## config.mk

```make
export PLATFORM = sky130hd
export DESIGN_NAME = uart_tx_arbiter
export DESIGN_NICKNAME = d
export VERILOG_FILES = /design/src/rtl/uart_tx_arbiter_pkg.sv /design/src/rtl/uart_tx_arbiter_rr_picker.sv /design/src/rtl/uart_tx_arbiter.sv
export SDC_FILE = /design/constraint.sdc
export NUM_CORES = 1
export LEC_CHECK = 0
export ABC_CLOCK_PERIOD_IN_PS = 5300
export BUFFER_PORTS_ARGS = -buffer_cell sky130_fd_sc_hd__buf_2
export CAP_MARGIN = 10
export CORE_MARGIN = 5
export CORE_UTILIZATION = 57
export DETAILED_ROUTE_END_ITERATION = 10
export PLACE_DENSITY = 0.85
export SLEW_MARGIN = 25
export SYNTH_ARGS = -nofsm -noshare
export SYNTH_HDL_FRONTEND = slang
export SYNTH_SLANG_ARGS = --single-unit
```

## constraint.sdc

```tcl
create_clock -name clk_i -period 5.3 [get_ports clk_i]
set_input_delay 0.265 -clock clk_i [delete_from_list [all_inputs] [get_ports clk_i]]
set_output_delay 0.265 -clock clk_i [all_outputs]
set_load 0.1 [all_outputs]
```

## src/rtl/uart_tx_arbiter_pkg.sv

```systemverilog
// Shared types and helpers for the UART transmit arbiter.
// The package holds the FSM state encoding, the UART byte width and a small
// constant function used to size the shared cycle counter.

package uart_tx_arbiter_pkg;

    // Width of one byte handed to the UART.
    localparam int UART_DATA_W = 8;

    // Frame sequencing states: grant/capture, load strobe, start gap,
    // wait for completion, inter-frame idle gap.
    typedef enum logic [2:0] {
        IDLE  = 3'd0,
        LOAD  = 3'd1,
        START = 3'd2,
        WAIT  = 3'd3,
        GAP   = 3'd4
    } arb_state_e;

    // Largest of three integers, used to size the counter.
    function automatic int maxOf3(input int a, input int b, input int c);
        int m;
        m = a;
        if (b > m) m = b;
        if (c > m) m = c;
        return m;
    endfunction

endpackage

```

## src/rtl/uart_tx_arbiter_rr_picker.sv

```systemverilog
// Round-robin picker.
// Given the request vector and the index granted last time, returns the first
// requester found searching upward from ptr+1 (wrapping modulo NUM_REQ), so the
// most recently served requester is always considered last.

module rr_picker #(
    parameter int NUM_REQ = 4,
    parameter int IDW     = $clog2(NUM_REQ)
) (
    input  logic [NUM_REQ-1:0] req_i,
    input  logic [IDW-1:0]     ptr_i,
    output logic               valid_o,
    output logic [IDW-1:0]     idx_o
);

    // Scan from the farthest candidate down to the nearest one so that the
    // nearest set bit after the pointer is the assignment that sticks.
    always_comb begin
        valid_o = |req_i;
        idx_o   = '0;
        for (int i = NUM_REQ; i >= 1; i--) begin
            if (req_i[(int'(ptr_i) + i) % NUM_REQ]) begin
                idx_o = IDW'((int'(ptr_i) + i) % NUM_REQ);
            end
        end
    end

endmodule

```

## src/rtl/uart_tx_arbiter.sv

```systemverilog
// UART transmit arbiter.
// Shares one UART transmitter between NUM_REQ byte producers. A round-robin
// picker chooses a requester, its byte is captured, then the block drives the
// UART load strobe, raises tx_start after a one-cycle low gap, waits for
// data_transmitted (bounded by a timeout) and enforces an idle gap before the
// next frame. All outputs are registered.

module uart_tx_arbiter
    import uart_tx_arbiter_pkg::*;
#(
    parameter int NUM_REQ        = 4,
    parameter int LOAD_CYCLES    = 14,
    parameter int GAP_CYCLES     = 2,
    parameter int TIMEOUT_CYCLES = 4096,
    parameter int IDW            = $clog2(NUM_REQ)
) (
    input  logic                           clk_i,
    input  logic                           rst_ni,
    input  logic [NUM_REQ-1:0]             req_valid_i,
    input  logic [UART_DATA_W*NUM_REQ-1:0] req_data_i,
    output logic [NUM_REQ-1:0]             req_ready_o,
    output logic [UART_DATA_W-1:0]         uart_in_o,
    output logic                           uart_load_o,
    output logic                           uart_tx_start_o,
    input  logic                           uart_data_transmitted_i,
    output logic [IDW-1:0]                 grant_id_o,
    output logic                           busy_o,
    output logic                           frame_done_o,
    output logic                           timeout_err_o
);

    // One counter is shared by LOAD, WAIT and GAP; it is cleared on every
    // state entry and sized so that none of its terminal values can wrap.
    localparam int CNT_W = $clog2(maxOf3(LOAD_CYCLES, GAP_CYCLES, TIMEOUT_CYCLES) + 1);

    arb_state_e             state_q;
    logic [CNT_W-1:0]       cnt_q;
    logic [IDW-1:0]         rrPtr_q;
    logic [NUM_REQ-1:0]     reqReady_q;
    logic [UART_DATA_W-1:0] uartIn_q;
    logic                   uartLoad_q;
    logic                   txStart_q;
    logic [IDW-1:0]         grantId_q;
    logic                   busy_q;
    logic                   frameDone_q;
    logic                   timeoutErr_q;

    logic                   pickValid;
    logic [IDW-1:0]         pickIdx;

    rr_picker #(
        .NUM_REQ (NUM_REQ),
        .IDW     (IDW)
    ) u_picker (
        .req_i   (req_valid_i),
        .ptr_i   (rrPtr_q),
        .valid_o (pickValid),
        .idx_o   (pickIdx)
    );

    // Frame sequencer: grant, load strobe, start edge, completion/timeout, gap.
    always_ff @(posedge clk_i or negedge rst_ni) begin
        if (!rst_ni) begin
            state_q      <= IDLE;
            cnt_q        <= '0;
            rrPtr_q      <= IDW'(NUM_REQ - 1);
            reqReady_q   <= '0;
            uartIn_q     <= '0;
            uartLoad_q   <= 1'b0;
            txStart_q    <= 1'b0;
            grantId_q    <= '0;
            busy_q       <= 1'b0;
            frameDone_q  <= 1'b0;
            timeoutErr_q <= 1'b0;
        end else begin
            reqReady_q   <= '0;
            frameDone_q  <= 1'b0;
            timeoutErr_q <= 1'b0;

            unique case (state_q)
                IDLE: begin
                    if (pickValid) begin
                        uartIn_q   <= req_data_i[int'(pickIdx) * UART_DATA_W +: UART_DATA_W];
                        grantId_q  <= pickIdx;
                        rrPtr_q    <= pickIdx;
                        reqReady_q <= NUM_REQ'(1) << pickIdx;
                        busy_q     <= 1'b1;
                        cnt_q      <= '0;
                        state_q    <= LOAD;
                    end
                end

                // The first LOAD cycle lets uart_in settle; load is then
                // raised for exactly LOAD_CYCLES cycles.
                LOAD: begin
                    if (int'(cnt_q) >= LOAD_CYCLES) begin
                        uartLoad_q <= 1'b0;
                        cnt_q      <= '0;
                        state_q    <= START;
                    end else begin
                        uartLoad_q <= 1'b1;
                        cnt_q      <= cnt_q + CNT_W'(1);
                    end
                end

                // Both strobes low for one cycle so tx_start always rises on
                // entry to WAIT.
                START: begin
                    txStart_q <= 1'b1;
                    cnt_q     <= '0;
                    state_q   <= WAIT;
                end

                // Completion takes priority over a timeout in the same cycle.
                WAIT: begin
                    if (uart_data_transmitted_i) begin
                        frameDone_q <= 1'b1;
                        txStart_q   <= 1'b0;
                        cnt_q       <= '0;
                        state_q     <= GAP;
                    end else if (int'(cnt_q) + 1 >= TIMEOUT_CYCLES) begin
                        timeoutErr_q <= 1'b1;
                        txStart_q    <= 1'b0;
                        cnt_q        <= '0;
                        state_q      <= GAP;
                    end else begin
                        cnt_q <= cnt_q + CNT_W'(1);
                    end
                end

                // The gap only starts counting once the UART has dropped
                // data_transmitted.
                GAP: begin
                    if (uart_data_transmitted_i) begin
                        cnt_q <= '0;
                    end else if (int'(cnt_q) + 1 >= GAP_CYCLES) begin
                        busy_q  <= 1'b0;
                        cnt_q   <= '0;
                        state_q <= IDLE;
                    end else begin
                        cnt_q <= cnt_q + CNT_W'(1);
                    end
                end

                default: begin
                    state_q <= IDLE;
                end
            endcase
        end
    end

    assign req_ready_o     = reqReady_q;
    assign uart_in_o       = uartIn_q;
    assign uart_load_o     = uartLoad_q;
    assign uart_tx_start_o = txStart_q;
    assign grant_id_o      = grantId_q;
    assign busy_o          = busy_q;
    assign frame_done_o    = frameDone_q;
    assign timeout_err_o   = timeoutErr_q;

endmodule
```

==> reports/results.tsv <==
metric	value	unit
slew_violations	0	
setup_tns	0	ps
htreeDepth	2	
async_reset_ff_frac	1.00	
p_leak	1.27	nW
cts-root-buf	clkbuf_8	
multi_input_area	0.00130	mm^2
nets	337	
required	5510	ps
drt_pass1_iterations	4	
avgViaCountPerCell	5.97	
critPathMaxStageDelay	740	ps
yosys_register_bits	37	
syn_nets	287	
max_freq	0.322	GHz
worstSkewPairLatency	290	ps
track_usage	0.217	
holdWs	54.0	ps
finalSetupViolCount	0	
start_util	0.585	
criticalPathCategory	flop to flop	
die_h	74.1	um
wl_per_cell	16.8	um
cts_setup_buffers	0	
cp_max_fo	12	
clock_skew	5.11	ps
ys_types	50	
crit_slowest_cell	o31ai_2	
grt_max_degree	38	
clk_pin_slew	70	ps
path_cells	ha_1 -> nand4_2 -> nor4_2 -> mux2_4 -> o31ai_2 -> a21oi_2 -> o22ai_1	
register_area	928	um^2
synth_ff_type	dfrtp_1	
cap_violations	0	
min_path_type	primary input to async pin	
synth-edff-count	0	
hpwl	4100	um
synthTopCellsByArea	dfrtp_1 37%, mux2i_1 11%, mux2_2 3.8%	
power_density	624	mW/mm^2
num_antenna_cells	0	
remaining_drc_errors	0	
final_cell_mix	57 x buf_2, 35 x dfrtp_1, 26 x mux2i_1	
tightest_slew	851	ps
ir_drop	397	uV
end_kind	flop	
syn-instance-count	246	
max_slew_margin	0.430	
grt_pass1_vias	2023	
ios	58	
cp-start-kind	flop	
pre_cts_ws	2310	ps
worstPathArrival	3310	ps
place.gp.congestion	0.912	
final-hold-violation-count	0	
drt_iter0_drc	163	
drive_gt1_frac	0.310	
dr_total_vias	2072	
synth_area	0.00234	mm^2
path_delay_family	compound AO/OA/AOI/OAI gates	
finalWorstSetupSlack	2190	ps
yosysWarnings	0	
design.core.area	0.00400	mm^2
grt_overflow	0	
p_total	0.00171	W
antenna_found_initial	0	
cts-buffers-inserted	5	
cts_resized	0	
ys_seq_area_frac	0.397	
cts_tree	built	
port_buffers	57	
status	completed	
row_count	23	
die_w	74.1	um
syn_area_per_cell	9.52	um^2
period_share	0.586	
clk_path_buf_depth	2	
area_delta_synth_final	17.3	%
clock_sinks	37	
final_common_cell	buf_2	
rsz0062_at_grt	false	
wirelength	5830	um
synth_top_cell_by_area	dfrtp_1	
fill_cells	303	
synth_top_area_share	0.374	
hold_buffers	0	
crit_buf_inv	0	
period_needed	3110	ps
grt_pass1_wl	9240	um
ant_nets	0	
die_area	0.00549	mm^2
## stage by stage
| step | cell area (um^2) | util | instances |
|---|---|---|---|
| finish | 2750 | 0.686 | 347 |
| global placement | 2610 | 0.653 | 339 |
| global route | 2750 | 0.686 | 347 |
| CTS | 2730 | 0.682 | 347 |
| detailed placement | 2610 | 0.653 | 339 |
| floorplan | 2340 | - | 246 |
## where the power goes
group          total (W)  switching, W  leakage [nW]  internal, W
clock network   0.000256      0.000102        0.0585     0.000153
logic            0.00101      0.000749         0.745     0.000262
registers       0.000445     0.0000716         0.469     0.000373
## sequential cells by signal, summed over array words and instances, names as in the netlist
signal	count
busy_o	1
cnt_q	13
frame_done_o	1
grant_id_o	2
req_ready_o	4
rrPtr_q	2
state_q	3
timeout_err_o	1
uart_in_o	8
uart_load_o	1
uart_tx_start_o	1
## final cells by class
cell class              count  share of cell area
clock inverters             1              0.0109
multi-input cells         182               0.475
well taps                  50              0.0228
flip-flops and latches     37               0.338
clock buffers               7              0.0314
inverters                  13              0.0178
repair buffers             57               0.104
## metal layers
| metal | GRT usage | share of wire |
|---|---|---|
| met5 | 0 | 0 |
| met4 | 0.115 | 0.020 |
| met3 | 0.0459 | 0.059 |
| met2 | 0.354 | 0.52 |
| met1 | 0.269 | 0.40 |
## kinds of logic (layout without fill, tap and decap cells)
| group | Yosys count | after routing | synth area share |
|---|---|---|---|
| and+or+nand+nor | 92 | 92 | 0.229 |
| DFF | 37 | 37 | 0.397 |
| buffers and inverters | 27 | 78 | 0.0550 |
| muxes | 35 | 35 | 0.156 |
| AOI/OAI and AO/OA | 50 | 50 | 0.141 |
| xor gates and xnor gates | 3 | 3 | 0.0112 |
| adders and majority gates | 2 | 2 | 0.0107 |
## path summary, 6_finish.rpt
check | slack [ps] | depth (start not counted) | to | startpoint
worst max register to register | 2190 | 7 | cnt_q[9]$_DFFE_PN0P_ | cnt_q[1]$_DFFE_PN0P_
worst min register to register | 500 | 2 | uart_tx_start_o$_DFFE_PN0P_ | uart_tx_start_o$_DFFE_PN0P_
worst max-delay path | 2190 | 7 | cnt_q[9]$_DFFE_PN0P_ | cnt_q[1]$_DFFE_PN0P_
worst min-delay path | 50 | 1 | cnt_q[12]$_DFFE_PN0P_ | rst_ni
max in group asynchronous | 4720 | 1 | uart_in_o[5]$_DFFE_PN0P_ | rst_ni
min in group clk_i | 250 | 2 | timeout_err_o$_DFF_PN0_ | uart_data_transmitted_i
## worst reg2reg max path, cell delays in order (launching register included)
cell and delay [ps]:
dfrtp_1 490, ha_1 330, nand4_2 230, nor4_2 360, mux2_4 390, o31ai_2 740
a21oi_2 220, o22ai_1 250
## synthesized netlist by cell type (2+ instances only)
master and number:
a211oi_1 2, a21oi_1 9, a221oi_1 9, a31oi_1 4, and3_1 2, and4_1 2, buf_2 7, buf_6 2
clkbuf_1 4, dfrtp_1 35, dfstp_2 2, ha_1 2, inv_1 13, mux2_2 8, mux2i_1 26, nand2_1 18
nand2b_1 4, nand3_1 9, nor2_1 23, nor3_1 8, nor3b_1 2, nor4_1 3, nor4_2 2, nor4b_1 2
o21ai_0 11, o21ai_1 2, o22ai_1 8, or2_2 3, or3_1 2, xor2_1 2
Note: power is estimated with default switching activity, not from simulation.
